==> src/rtl/tnn_layer_sequencer.sv <==
// rtl/tnn_layer_sequencer.sv - two-layer TNN inference pass sequencer
// Latches a feature vector, steps both sparse layers through clear/run, and holds the class result.
module tnn_layer_sequencer #(
   parameter int FEAT_CNT   = 4,
   parameter int FEAT_BITS  = 4,
   parameter int HIDDEN_CNT = 4,
   parameter int CLASS_CNT  = 3,
   parameter int TIMEOUT    = 255
) (
   input  logic                          clk,
   input  logic                          rst_n,
   input  logic                          in_valid,
   output logic                          in_ready,
   input  logic [FEAT_CNT*FEAT_BITS-1:0] in_features,
   output logic [FEAT_CNT*FEAT_BITS-1:0] l1_features,
   output logic                          l1_rst,
   input  logic                          l1_done,
   input  logic [HIDDEN_CNT-1:0]         l1_out,
   output logic [HIDDEN_CNT-1:0]         l2_hidden,
   output logic                          l2_rst,
   input  logic                          l2_done,
   input  logic [CLASS_CNT-1:0]          l2_out,
   output logic                          out_valid,
   input  logic                          out_ready,
   output logic [CLASS_CNT-1:0]          out_class,
   output logic                          out_err,
   output logic                          busy
);

   localparam int FW   = FEAT_CNT * FEAT_BITS;
   localparam int WD_W = $clog2(TIMEOUT + 1);
   localparam logic [WD_W-1:0] WD_MAX = WD_W'(TIMEOUT);

   typedef enum logic [2:0] {
      S_IDLE,
      S_L1_CLR,
      S_L1_RUN,
      S_L2_CLR,
      S_L2_RUN,
      S_HOLD
   } state_e;

   state_e                state_q, state_d;
   logic [FW-1:0]         feat_q, feat_d;
   logic [HIDDEN_CNT-1:0] hid_q, hid_d;
   logic [CLASS_CNT-1:0]  cls_q, cls_d;
   logic                  err_q, err_d;
   logic [WD_W-1:0]       wd_q, wd_d, wd_inc;
   logic                  l1_rst_q, l2_rst_q;
   logic                  accept, wd_expired;

   assign in_ready   = (state_q == S_IDLE) | ((state_q == S_HOLD) & out_ready);
   assign accept     = in_valid & in_ready;
   // Watchdog saturates at TIMEOUT so a stuck layer can never wrap it back to a low count.
   assign wd_inc     = (wd_q == WD_MAX) ? WD_MAX : wd_q + WD_W'(1);
   assign wd_expired = (wd_inc == WD_MAX);

   always_comb begin
      state_d = state_q;
      feat_d  = feat_q;
      hid_d   = hid_q;
      cls_d   = cls_q;
      err_d   = err_q;
      wd_d    = wd_q;
      case (state_q)
         S_IDLE, S_HOLD: begin
            if (accept) begin
               feat_d  = in_features;
               state_d = S_L1_CLR;
            end else if (state_q == S_HOLD && out_ready) begin
               state_d = S_IDLE;
            end
         end
         S_L1_CLR: begin
            wd_d    = '0;
            state_d = S_L1_RUN;
         end
         S_L1_RUN: begin
            wd_d = wd_inc;
            if (l1_done) begin
               hid_d   = l1_out;
               state_d = S_L2_CLR;
            end else if (wd_expired) begin
               cls_d   = '0;
               err_d   = 1'b1;
               state_d = S_HOLD;
            end
         end
         S_L2_CLR: begin
            wd_d    = '0;
            state_d = S_L2_RUN;
         end
         S_L2_RUN: begin
            wd_d = wd_inc;
            if (l2_done) begin
               cls_d   = l2_out;
               err_d   = 1'b0;
               state_d = S_HOLD;
            end else if (wd_expired) begin
               cls_d   = '0;
               err_d   = 1'b1;
               state_d = S_HOLD;
            end
         end
         default: state_d = S_IDLE;
      endcase
   end

   always_ff @(posedge clk or negedge rst_n) begin
      if (!rst_n) begin
         state_q  <= S_IDLE;
         feat_q   <= '0;
         hid_q    <= '0;
         cls_q    <= '0;
         err_q    <= 1'b0;
         wd_q     <= '0;
         l1_rst_q <= 1'b0;
         l2_rst_q <= 1'b0;
      end else begin
         state_q  <= state_d;
         feat_q   <= feat_d;
         hid_q    <= hid_d;
         cls_q    <= cls_d;
         err_q    <= err_d;
         wd_q     <= wd_d;
         l1_rst_q <= (state_d == S_L1_CLR);
         l2_rst_q <= (state_d == S_L2_CLR);
      end
   end

   // Layer clears are also held while rst_n is low so both datapaths start clean.
   assign l1_rst      = l1_rst_q | ~rst_n;
   assign l2_rst      = l2_rst_q | ~rst_n;
   assign l1_features = feat_q;
   assign l2_hidden   = hid_q;
   assign out_class   = cls_q;
   assign out_err     = err_q;
   assign out_valid   = (state_q == S_HOLD);
   assign busy        = (state_q != S_IDLE);

endmodule

==> config.mk <==
export PLATFORM = sky130hd
export DESIGN_NAME = tnn_layer_sequencer
export DESIGN_NICKNAME = d
export VERILOG_FILES = /design/src/rtl/tnn_layer_sequencer.sv
export SDC_FILE = /design/constraint.sdc
export NUM_CORES = 1
export LEC_CHECK = 0
export CORE_UTILIZATION = 45
export CTS_CLUSTER_DIAMETER = 40
export DETAILED_ROUTE_END_ITERATION = 16
export PLACE_DENSITY = 0.8
export RECOVER_POWER = 25
export SYNTH_ARGS = -nofsm -noshare
export SYNTH_HDL_FRONTEND = slang
export SYNTH_SLANG_ARGS = --single-unit
==> constraint.sdc <==
create_clock -name clk -period 2 [get_ports clk]
set_input_delay 0.2 -clock clk [delete_from_list [all_inputs] [get_ports clk]]
set_output_delay 0.2 -clock clk [all_outputs]
set_load 0.005 [all_outputs]
==> results of run 1 <==
==> power by group through the flow <==
| stage | clock network, mW | logic (mW) | registers (mW) |
|---|---|---|---|
| global placement | 0 | 1.60 | 1.27 |
| detailed placement | 0 | 1.64 | 1.29 |
| floorplan | 0 | 0.918 | 1.26 |
| finish | 0.481 | 1.66 | 1.29 |
| CTS | 0.503 | 1.66 | 1.28 |
| global route | 0.538 | 1.80 | 1.34 |
==> stage by stage <==
| stage | hold slack [ps] | std cells | utilization (%) |
|---|---|---|---|
| CTS | 357.7 | 261 | 66.26 |
| floorplan | -95.59 | 149 | - |
| detailed placement | 125.0 | 252 | 63.74 |
| finish | 369.5 | 262 | 66.57 |
| global route | 381.2 | 262 | 66.57 |
| global placement | 119.7 | 252 | 63.74 |
==> sequential cells by signal (all words and copies together) (netlist names) <==
register     cells
l1_features     16
wd_q             8
l2_hidden        4
out_class        3
state_q          3
l1_rst_q         1
l2_rst_q         1
out_err          1
==> logic make-up after synthesis <==
logic type	share of synthesized area [%]
flops	52.11
buf+inv	4.225
fa+ha+maj	1.268
simple gates	13.17
compound gates	12.18
mux	16.06
xor+xnor	0.9861
==> how the worst min path moves through the flow <==
stage	end	depth (start not counted)	slack, ps
finish	l1_features[7]	2	370
global route	l1_features[10]	2	380
CTS	l1_features[10]	2	360
detailed placement	l1_features[10]	1	130
global placement	l1_features[10]	1	120
floorplan	l1_features[0]	0	-100
==> cells in the mapped netlist, types with 2 or more instances <==
| library cell | number |
|---|---|
| a21o_1 | 2 |
| a21oi_1 | 4 |
| a22o_1 | 3 |
| and2_1 | 2 |
| and3_1 | 3 |
| buf_2 | 2 |
| dfrtp_1 | 37 |
| inv_1 | 5 |
| mux2_2 | 12 |
| mux2_4 | 8 |
| mux2i_1 | 3 |
| nand2_1 | 6 |
| nand2b_1 | 3 |
| nand3_1 | 6 |
| nor2_1 | 9 |
| nor2b_1 | 2 |
| o21ai_0 | 8 |
| o22ai_1 | 4 |
| o2bb2ai_1 | 2 |
| or2_1 | 2 |
| xnor2_1 | 2 |
==> cell type report <==
cell class              count  area (um2)
fillers                   279        1242
flip-flops and latches     37       928.4
multi-input cells         102       778.2
repair buffers             62       605.6
clock buffers               6       72.57
well taps                  48       60.06
inverters                   5       18.77
clock inverters             2       10.01
==> timing repair <==
item / 4_1_cts / 5_1_grt
hold buffers: 1 / 0
endpoints found under the setup margin: 1 / 2
cloned: 0 / 0
buffers inserted: 0 / 1
gates resized for setup: 1 / 3
hold endpoints to repair: 13 / 0
pin swaps: 0 / 0
==> per-layer routing <==
metal	track usage [%]	part of all wire, %	vias up
met3	6.338	8.7	2
met5	0	0	-
li1	-	-	669
met4	5.000	0.30	0
met1	28.64	45	659
met2	32.81	46	78
==> reports/results.ini, run 1 <==
[synth]
synthCells=149
ys_seq_elements=37
syn-num-nets=179
post_synth_main_area_contributors=dfrtp_1 (52%), mux2_2 (7.6%), mux2_4 (6.8%)
netlist-cell-type-count=45
post_synth_edffs=0
seq_area_frac_synth_pct=52.11
synth_async_sr_flop_share_pct=100.0
most_instantiated_flip_flop_cell_in_the_synthesis_netlist=dfrtp_1
synth_top_cell_area_share_pct=52.11
synthesis_warnings=0
post-synth-top-area-cell=dfrtp_1
avgSynthCellArea_um2=11.92
netlist_area_um2=1777

[final_layout]
drive_above_1_share_pct=18.22
area_overhead_of_the_layout_relative_to_synthesis_pct=39.23
final_common_cell=clkdlybuf4s50_1
finish.instance_area_um2=2474
finalNetCount=243
insertedDiodeCount=0
layout_common_cells=clkdlybuf4s50_1 (55), dfrtp_1 (35), mux2_2 (12), nor2_1 (9)

[placed_design]
dpl_worst_slack_ps=132.3
detailed_place.area_um2=2369
gp_congestion=0.9317
detailedPlacementHpwl_um=2824
place.port_buffers=57

[clocking]
clk_latency_ps=280
clock_tree.htree_level_count=2
tritoncts=yes
cts_sinks=37
root_buffer=clkbuf_8
clockBufferDepth=2
cts_inserted_buffers=5
clock_input_transition_at_the_sequential_cells_of_the_worst_setup_and_hold_paths_ps=70

[sta]
timing.clock.skew_ps=7.007
grt_setup_unrepaired=false
post-route-period-util_pct=95.18
final_critical_path_setup_slack_ps=96.39
fmax_mhz=525.3
timing.final.max_slew_violations=0
slew_headroom_pct=60.46
final-hold-violation-count=0
layout_min_cycle_time_ps=1904
setup-tns-final_ps=0
worst_pin_slew_ps=593.2
report.final.setup_viol=0

[floorplan]
die_area_um2=4204
die-height_um=64.84
initial_core_util_pct=47.81
rows=22
chipWidth_um=64.84
coreArea_um2=3716
ioPinCount=58

[drt]
routed-via-count=1408
route.detailed.drc=0
post_drt_wl_per_cell_um=15.02
antenna_left=0
drt-vias-per-instance=5.374
first_iter_violations=100
wl_um=3936
dr.pass1.iters=4

[setup_path]
reg_to_reg_end=out_err
worst_path_arrival_ps=1700
worst_r2r_path_depth=5
worstSetupEndpointType=output port
startpoint_type=flip-flop
path_max_fanout=6
critical_path_buf_inv_count=2
timing.critical_path.slowest_stage_cell=clkdlybuf4s50_1
path_depth=4
ff2ff_setup_slack_ps=130
critical_path.startpoint=state_q[0]
crit_type=flip-flop to output port
crit_path_required_time_ps=1800
crit_end=out_valid
slowest_delay_ps=540
critical_path.top_delay_family=buffers and inverters
timing.rr.start=wd_q[0]
crit_path_cell_trace=buf_4, nor2b_2, and2_1, clkdlybuf4s50_1

[power_and_ir_drop]
switching_portion_of_total_power_pct=31.66
cell_internal_pwr_mw=2.343
clock_power_share_pct=14.0
combinationalPowerShare_pct=48.5
powerDensity_nw_per_um2=1386
power.sequential.fraction_pct=37.5
p_switching_mw=1.086
power_leakage_nw=1.044
report.power.total_mw=3.429
vdd_drop_max_uv=734.2

[grt]
first_pass_grt_wire_length_um=6624
grt_usage_pct=21.03
grt_max_degree=25
first_global_vias=1369
initial_antenna_violation_count=0
grt-ovfl-total=0

[outcome]
status=complete, no violations

[run]
maxCapViolCount=0

[worst_hold_path]
worst_hold_path_type=input port to async pin

No activity file was read; power rests on OpenSTA's default activity.
==> run 2, diff against run 1 <==
Settings changed: MAX_ROUTING_LAYER set to met4.
==> reports/results.ini, run 2 (same netlist as run 1, synthesis figures left out) <==
[final_layout]
finish.instance_area_um2=2474
largest_reg_flops=16
layout_common_cells=clkdlybuf4s50_1 (55), dfrtp_1 (35), mux2_2 (12), nor2_1 (9)
area_overhead_of_the_layout_relative_to_synthesis_pct=39.23
drive_above_1_share_pct=18.22
num-fill-cells=279
instances_no_fill=262
finalNetCount=243
insertedDiodeCount=0
finish.utilization_pct=66.57
final_common_cell=clkdlybuf4s50_1

[clocking]
cts_inserted_buffers=5
tritoncts=yes
clockBufferDepth=2
clk_latency_ps=280
cts_sinks=37
root_buffer=clkbuf_8
clock_tree.htree_level_count=2
clock_input_transition_at_the_sequential_cells_of_the_worst_setup_and_hold_paths_ps=70

[setup_path]
critical_path.startpoint=state_q[0]
timing.rr.start=wd_q[0]
crit_type=flip-flop to output port
reg_to_reg_end=out_err
path_max_fanout=6
crit_path_required_time_ps=1800
crit_end=out_valid
worst_r2r_path_depth=5
worst_path_arrival_ps=1710
ff2ff_setup_slack_ps=140
startpoint_type=flip-flop
worstSetupEndpointType=output port

[worst_hold_path]
worst_hold_path_type=input port to async pin

[drt]
post_drt_wl_per_cell_um=15.01
route.detailed.drc=0
routed-via-count=1404
antenna_left=0
first_iter_violations=100
dr.pass1.iters=4
wl_um=3932
drt-vias-per-instance=5.359

[grt]
first_global_vias=1371
initial_antenna_violation_count=0
first_pass_grt_wire_length_um=6630
grt_usage_pct=21.66
grt-ovfl-total=0
grt_max_degree=25

[power_and_ir_drop]
report.power.total_mw=3.427
power_leakage_nw=1.044
powerDensity_nw_per_um2=1385
vdd_drop_max_uv=729.3

[placed_design]
detailedPlacementHpwl_um=2824
dp_cells=252
place.port_buffers=57
gp_congestion=0.9482
detailed_place.area_um2=2369
dpl_worst_slack_ps=132.3

[sta]
grt_setup_unrepaired=false
timing.final.max_slew_violations=0
timing.clock.skew_ps=5.656
worst_pin_slew_ps=592.1
final_critical_path_setup_slack_ps=92.42
layout_min_cycle_time_ps=1908
final-hold-violation-count=0
setup-tns-final_ps=0
slew_headroom_pct=60.52
fmax_mhz=524.2
post-route-period-util_pct=95.38
hold_ws_ps=367.1
report.final.setup_viol=0

[outcome]
status=complete, no violations

[floorplan]
die_area_um2=4204
die-height_um=64.84
ioPinCount=58
rows=22
initial_core_util_pct=47.81
chipWidth_um=64.84
coreArea_um2=3716

[run]
maxCapViolCount=0

[run 2: cell counts in the layout (fill, tap and decap cells not counted)]
Identical to the previous run, type by type.
[run 2: worst max-delay path: stages, from the launching register on]
cell,delay [ps]
dfrtp_2,410
buf_4,160
nor2b_2,160
and2_1,160
clkdlybuf4s50_1,540
[run 2: what timing repair did]
action | in CTS | in global routing
buffers inserted | 0 | 1
resized for setup | 1 | 3
endpoints found under the setup margin | 1 | 2
hold endpoints to repair | 13 | 0
hold buffers | 1 | 0
[run 2: worst min path at each step]
stage | from | to | cells past startpoint | slack, ps
after CTS | rst_n | l1_features[10] | 2 | 360
after floorplan | rst_n | l1_features[0] | 0 | -100
after global routing | rst_n | l1_features[10] | 2 | 380
final | rst_n | l1_features[7] | 2 | 370
after global placement | rst_n | l1_features[10] | 1 | 120
after detailed placement | rst_n | l1_features[10] | 1 | 130
[run 2: power by group]
group / leakage (nW) / internal [mW] / switching (mW)
Clock: 0.0450 / 0.241 / 0.239
Sequential: 0.457 / 1.06 / 0.223
Combinational: 0.542 / 1.04 / 0.622
Total: 1.04 / 2.34 / 1.08
[run 2: routing by layer]
metal	GRT usage (%)	vias to the layer above	part of all wire, %
met5	-	-	0
met4	5.000	0	0.86
met2	32.81	78	46
met3	5.810	6	8.6
met1	29.10	652	44
li1	-	668	-
[run 2: area by class of cell]
| cell class | instances | area (um2) | area share, % |
|---|---|---|---|
| inverters | 5 | 18.77 | 0.7587 |
| flip-flops and latches | 37 | 928.4 | 37.53 |
| clock inverters | 2 | 10.01 | 0.4047 |
| multi-input cells | 102 | 778.2 | 31.46 |
| repair buffers | 62 | 605.6 | 24.48 |
| well taps | 48 | 60.06 | 2.428 |
| clock buffers | 6 | 72.57 | 2.934 |
